**src/rtl/flappy_pkg.sv**
```systemverilog
// Shared constants and FSM state type for the pipe-gap feeder.
package flappy_pkg;

    localparam int GAP_MIN_DEF = 40;
    localparam int GAP_MAX_DEF = 200;
    localparam int GAP_W       = 8;

    typedef enum logic [1:0] {
        IDLE    = 2'd0,
        REQ     = 2'd1,
        WAIT    = 2'd2,
        CAPTURE = 2'd3
    } feeder_state_t;

endpackage

```
**src/rtl/gap_fifo.sv**
```systemverilog
// Show-ahead gap queue. The head entry is presented combinationally and
// reads as zero while the queue is empty. A pop on an empty queue is ignored.
module gap_fifo
    import flappy_pkg::*;
#(
    parameter int DEPTH = 4
) (
    input  logic                   clk,
    input  logic                   rst_n,
    input  logic                   push,
    input  logic [GAP_W-1:0]       data_in,
    input  logic                   pop,
    output logic [GAP_W-1:0]       data_out,
    output logic [$clog2(DEPTH):0] count
);

    localparam int AW = $clog2(DEPTH);
    localparam int CW = AW + 1;
    localparam logic [CW-1:0] DEPTH_C = CW'(DEPTH);

    logic [GAP_W-1:0] mem [DEPTH];
    logic [AW-1:0]    rd_ptr;
    logic [AW-1:0]    wr_ptr;
    logic             pop_ok;
    logic             push_ok;

    assign pop_ok   = pop && (count != '0);
    assign push_ok  = push && ((count != DEPTH_C) || pop_ok);
    assign data_out = (count != '0) ? mem[rd_ptr] : '0;

    // Pointers wrap naturally because DEPTH is a power of two.
    always_ff @(posedge clk or negedge rst_n) begin
        if (!rst_n) begin
            rd_ptr <= '0;
            wr_ptr <= '0;
            count  <= '0;
        end else begin
            if (pop_ok)
                rd_ptr <= rd_ptr + AW'(1);
            if (push_ok)
                wr_ptr <= wr_ptr + AW'(1);
            if (push_ok && !pop_ok)
                count <= count + CW'(1);
            else if (pop_ok && !push_ok)
                count <= count - CW'(1);
        end
    end

    // Storage needs no reset: the head is masked while the queue is empty.
    always_ff @(posedge clk) begin
        if (push_ok)
            mem[wr_ptr] <= data_in;
    end

endmodule

```
**src/rtl/pipe_gap_feeder.sv**
```systemverilog
// Pipe-gap feeder: requests random numbers from an external source, folds
// them into the [GAP_MIN, GAP_MAX] row range and keeps a small queue of gaps.
// Optional feature macro: PIPE_GAP_STATS_EN adds the 16-bit "served" counter.
//
// state   | meaning
// IDLE    | wait for a free queue slot
// REQ     | one-cycle req pulse, slot is now reserved
// WAIT    | let the source settle for RESP_LAT-1 cycles
// CAPTURE | sample Num, map it and push it into the queue
module pipe_gap_feeder
    import flappy_pkg::*;
#(
    parameter int GAP_MIN  = GAP_MIN_DEF,
    parameter int GAP_MAX  = GAP_MAX_DEF,
    parameter int DEPTH    = 4,
    parameter int RESP_LAT = 1
) (
    input  logic                   Clk,
    input  logic                   Rst_n,
    output logic                   req,
    input  logic [GAP_W-1:0]       Num,
    input  logic                   pop,
    output logic [GAP_W-1:0]       gap,
    output logic                   gap_valid,
    output logic [$clog2(DEPTH):0] count
`ifdef PIPE_GAP_STATS_EN
    ,
    output logic [15:0]            served
`endif
);

    localparam int CW    = $clog2(DEPTH) + 1;
    localparam int NW    = GAP_W + 1;
    localparam int RANGE = GAP_MAX - GAP_MIN + 1;
    localparam logic [NW-1:0]    RANGE_W   = NW'(RANGE);
    localparam logic [GAP_W-1:0] RANGE_N   = GAP_W'(RANGE);
    localparam logic [GAP_W-1:0] GAP_MIN_N = GAP_W'(GAP_MIN);
    localparam logic [CW-1:0]    DEPTH_C   = CW'(DEPTH);
    localparam logic [1:0]       WAIT_LOAD = 2'(RESP_LAT - 2);

    feeder_state_t    state;
    feeder_state_t    state_nxt;
    logic [1:0]       wait_cnt;
    logic             push;
    logic [GAP_W-1:0] off;
    logic [GAP_W-1:0] gap_in;

    // Range is at least 128, so one subtraction always lands inside it.
    // The 8-bit sum is the 9-bit result truncated.
    assign off       = ({1'b0, Num} < RANGE_W) ? Num : Num - RANGE_N;
    assign gap_in    = GAP_MIN_N + off;
    assign gap_valid = (count != '0);

    // State register; reset drops any request in flight.
    always_ff @(posedge Clk or negedge Rst_n) begin
        if (!Rst_n)
            state <= IDLE;
        else
            state <= state_nxt;
    end

    // Next state and Moore outputs.
    always_comb begin
        state_nxt = state;
        req       = 1'b0;
        push      = 1'b0;
        case (state)
            IDLE: begin
                if (count < DEPTH_C)
                    state_nxt = REQ;
            end
            REQ: begin
                req       = 1'b1;
                state_nxt = (RESP_LAT == 1) ? CAPTURE : WAIT;
            end
            WAIT: begin
                if (wait_cnt == 2'd0)
                    state_nxt = CAPTURE;
            end
            CAPTURE: begin
                push      = 1'b1;
                state_nxt = IDLE;
            end
            default: state_nxt = IDLE;
        endcase
    end

    // Response-latency down-counter, loaded while the req pulse is out.
    always_ff @(posedge Clk or negedge Rst_n) begin
        if (!Rst_n)
            wait_cnt <= 2'd0;
        else if (state == REQ)
            wait_cnt <= WAIT_LOAD;
        else if (state == WAIT && wait_cnt != 2'd0)
            wait_cnt <= wait_cnt - 2'd1;
    end

    gap_fifo #(
        .DEPTH(DEPTH)
    ) u_fifo (
        .clk     (Clk),
        .rst_n   (Rst_n),
        .push    (push),
        .data_in (gap_in),
        .pop     (pop),
        .data_out(gap),
        .count   (count)
    );

`ifdef PIPE_GAP_STATS_EN
    // Accepted-pop counter, holds at all-ones.
    always_ff @(posedge Clk or negedge Rst_n) begin
        if (!Rst_n)
            served <= 16'd0;
        else if (pop && gap_valid && served != 16'hFFFF)
            served <= served + 16'd1;
    end
`endif

endmodule
```
**config.mk**
```make
export PLATFORM = sky130hd
export DESIGN_NAME = pipe_gap_feeder
export DESIGN_NICKNAME = d
export VERILOG_FILES = /design/src/rtl/flappy_pkg.sv /design/src/rtl/gap_fifo.sv /design/src/rtl/pipe_gap_feeder.sv
export SDC_FILE = /design/constraint.sdc
export NUM_CORES = 1
export LEC_CHECK = 0
export CORE_MARGIN = 10
export CORE_UTILIZATION = 37
export CTS_CLUSTER_SIZE = 10
export DETAILED_ROUTE_END_ITERATION = 16
export DONT_BUFFER_PORTS = 1
export PLACE_DENSITY = 0.51
export SYNTH_ARGS = -nofsm -noshare
export SYNTH_HDL_FRONTEND = slang
export SYNTH_SLANG_ARGS = --single-unit
```
**constraint.sdc**
```tcl
create_clock -name Clk -period 2.73 [get_ports Clk]
set_clock_uncertainty 0.15 [all_clocks]
set_input_delay 0 -clock Clk [delete_from_list [all_inputs] [get_ports Clk]]
set_output_delay 0 -clock Clk [all_outputs]
set_load 0.02 [all_outputs]
```
==> results.md <==
- Sequential element share of the synthesized area: 58.4%
- Worst setup EP type: register
- Most common cell after layout, fill and taps aside: edfxtp_1
- Clk root buf: clkbuf_8
- Avg WL per Cell: 17.3 um
- Fin crit share: 92.1%
- GRT Total Usage: 9.79%
- Seq cells post-synth: 43
- Largest net degree at the start of global routing: 15
- CTS resizes: 0
- Fraction of layout cells with a size suffix above 1: 14.4%
- Synth cell types: 35
- Layout area overhead: 13.3%
- Tmin final: 2510 ps
- DRC Markers: 0
- Worst hold path type: in2reg
- Vias in the first global route: 1315
- IO Pins: 24
- Levels on crit path: 11
- Total number of yosys warnings: 0
- RSZ-0062 raised after global routing: no
- Pwr Density: 1020 nW/um2
- Hold-fix buffers, CTS: 10
- Gpl congestion: 0.773
- Dpl ws: 338 ps
- Die span in y: 95.6 um
- HPWL Detailed: 2.95 mm
- Reg clk slew, reported paths: 90 ps
- Post-synth EDFFs: 32
- Starting Density: 38.2%
- Final net count: 191
- Slew Viols, Final: 0
- Post-Synthesis Cells: 150
- Critical-path top delay cell: dlygate4sd3_1
- Layout Utilization: 43.3%
- Global route total overflow: 0
- Worst path cell trace: dlygate4sd3_1, inv_1, ha_1, nor2b_1, a21oi_1, mux2i_1, inv_1, ha_1, o21a_1, o32ai_1, a31oi_1
- Initial antenna violation count: 0
- Max incr delay on CP: 560 ps
- Worst Tran Pin Value: 636 ps
- Full die area: 9140 um2
- Num Clock Sinks: 43
- ANT nets after route: 0
- Synth area leader: edfxtp_1
- Setup ws final: 217 ps
- Worst relative slew slack: 57.6%
- Reg2Reg Depth: 6
- Core region area: 5540 um2
- Drt pass-1 iters: 4
- Commonest non-fill, non-tap cells in the layout: edfxtp_1 (32), and2_1 (13), ha_1 (13), inv_1 (12), dfrtp_1 (11)
- Crit path kind: in2reg
- Hold Path Depth: 2
- Inserted Clock Buffers: 5
- Mapped Nets: 175
- # diodes: 0
- Worst Path Required: 2590 ps
- Initial drt markers: 33
- Fin Setup TNS: 0 ps
- Via/cell ratio: 5.05
- Post-CTS setup buffer count: 0
- Worst setup SP type: primary input
- Final setup violation count: 0
- Clk_lat worst skew: 300 ps
- Finished Cell Area: 2400 um2
- Top cells by area, synth: edfxtp_1 (45%), dfrtp_1 (13%), mux4_2 (8.5%)
- Outcome: finished clean
- Final wirelength: 4.13 mm
- Chip width: 95.6 um
- Row cnt: 27
- Final hold vios: 0
- Htree depth: 2
- Maxcap violations: 0
- Leakage power: 0.896 nW
- Mapped Area: 2120 um2
- Clk buf depth: 2
- Yosys top cell area share: 45.4%
- CTS tree: done
- VDD IR max: 0.357 mV
- Top delay family on crit path: buffers and inverters
- Final Power: 2.44 mW
- WP buf/inv: 3
- Avg Inst Size Synth: 14.1 um2
- Dpl cell area: 2210 um2
- PortBufs: 0
- Synth async-reset ratio: 25.6%
- Synth Flop Type: edfxtp_1
- Detailed-route via count: 1207
- First-pass GRT wire length: 6.77 mm
- Fmax: 398 MHz
- Critical Path AT: 2370 ps
- Worst-path fanout max: 6
==> logic make-up after synthesis <==
kind of cell / after synthesis / synth area share (%)
compound gates: 21 / 6.80
xor+xnor: 11 / 4.55
fa+ha+maj: 14 / 8.63
buf+inv: 17 / 3.07
flops: 43 / 58.4
mux: 10 / 9.52
simple gates: 34 / 8.99
==> power by group <==
part | switching, mW | internal, mW
Combinational | 0.535 | 0.407
Sequential | 0.184 | 0.911
Clock | 0.221 | 0.178
==> path summary, 6_finish.rpt <==
kind	endpoint	slack (ps)	from
max in group asynchronous	wait_cnt[1]$_DFFE_PN0P_	1550	Rst_n
setup reg to reg	u_fifo.count[1]$_DFFE_PN0P_	320	u_fifo.count[2]$_DFFE_PN0P_
hold / removal	u_fifo.mem[0][6]$_DFFE_PP_	10	Num[7]
setup / recovery	u_fifo.mem[3][7]$_DFFE_PP_	220	Num[1]
min in group asynchronous	u_fifo.count[0]$_DFFE_PN0P_	510	Rst_n
hold reg to reg	wait_cnt[1]$_DFFE_PN0P_	350	wait_cnt[1]$_DFFE_PN0P_
==> sequential cells by signal, indices dropped and copies added (netlist names) <==
signal,count
u_fifo.wr_ptr,2
wait_cnt,2
u_fifo.mem,32
u_fifo.count,3
u_fifo.rd_ptr,2
state,2
==> layout make-up <==
| cell class | instances | area, um2 |
|---|---|---|
| Fill cell | 512 | 3140 |
| Sequential cell | 43 | 1240 |
| Multi-Input combinational cell | 90 | 815 |
| Timing Repair Buffer | 12 | 115 |
| Tap cell | 72 | 90.1 |
| Clock buffer | 5 | 68.8 |
| Inverter | 14 | 52.6 |
| Clock inverter | 3 | 20.0 |
==> cells in the mapped netlist, drive strengths merged (2+ instances only) <==
master  count
xnor2       7
a21oi       3
and2       13
nand2b      2
ha         13
nor2        5
inv        14
xor2        4
o21ai       7
nand2       8
clkbuf      2
dfrtp      11
o21a        2
edfxtp     32
a21boi      3
mux4        8
==> worst reg2reg max path, stage by stage, from the launching register on <==
cell	delay (ps)
dfrtp_1	530
inv_2	70
o41a_1	530
ha_1	280
inv_1	80
fa_1	400
mux2_2	270
==> routing by layer <==
metal	GRT usage, %	vias to the layer above	part of all wire [%]	routed length (um)
met5	0	-	0	0
met4	4.18	0	1.4	56
met3	2.59	6	5.0	206
met2	16.5	31	50	2050
met1	11.5	596	44	1820
li1	-	574	-	-
==> per-stage QoR <==
step / hold WS (ps) / std cells
final: 10.7 / 239
after detailed placement: -445 / 221
after global placement: -445 / 221
after CTS: 6.80 / 239
after global routing: 32.2 / 239
after floorplan: -446 / 150
(Power assumes the default switching activity.)
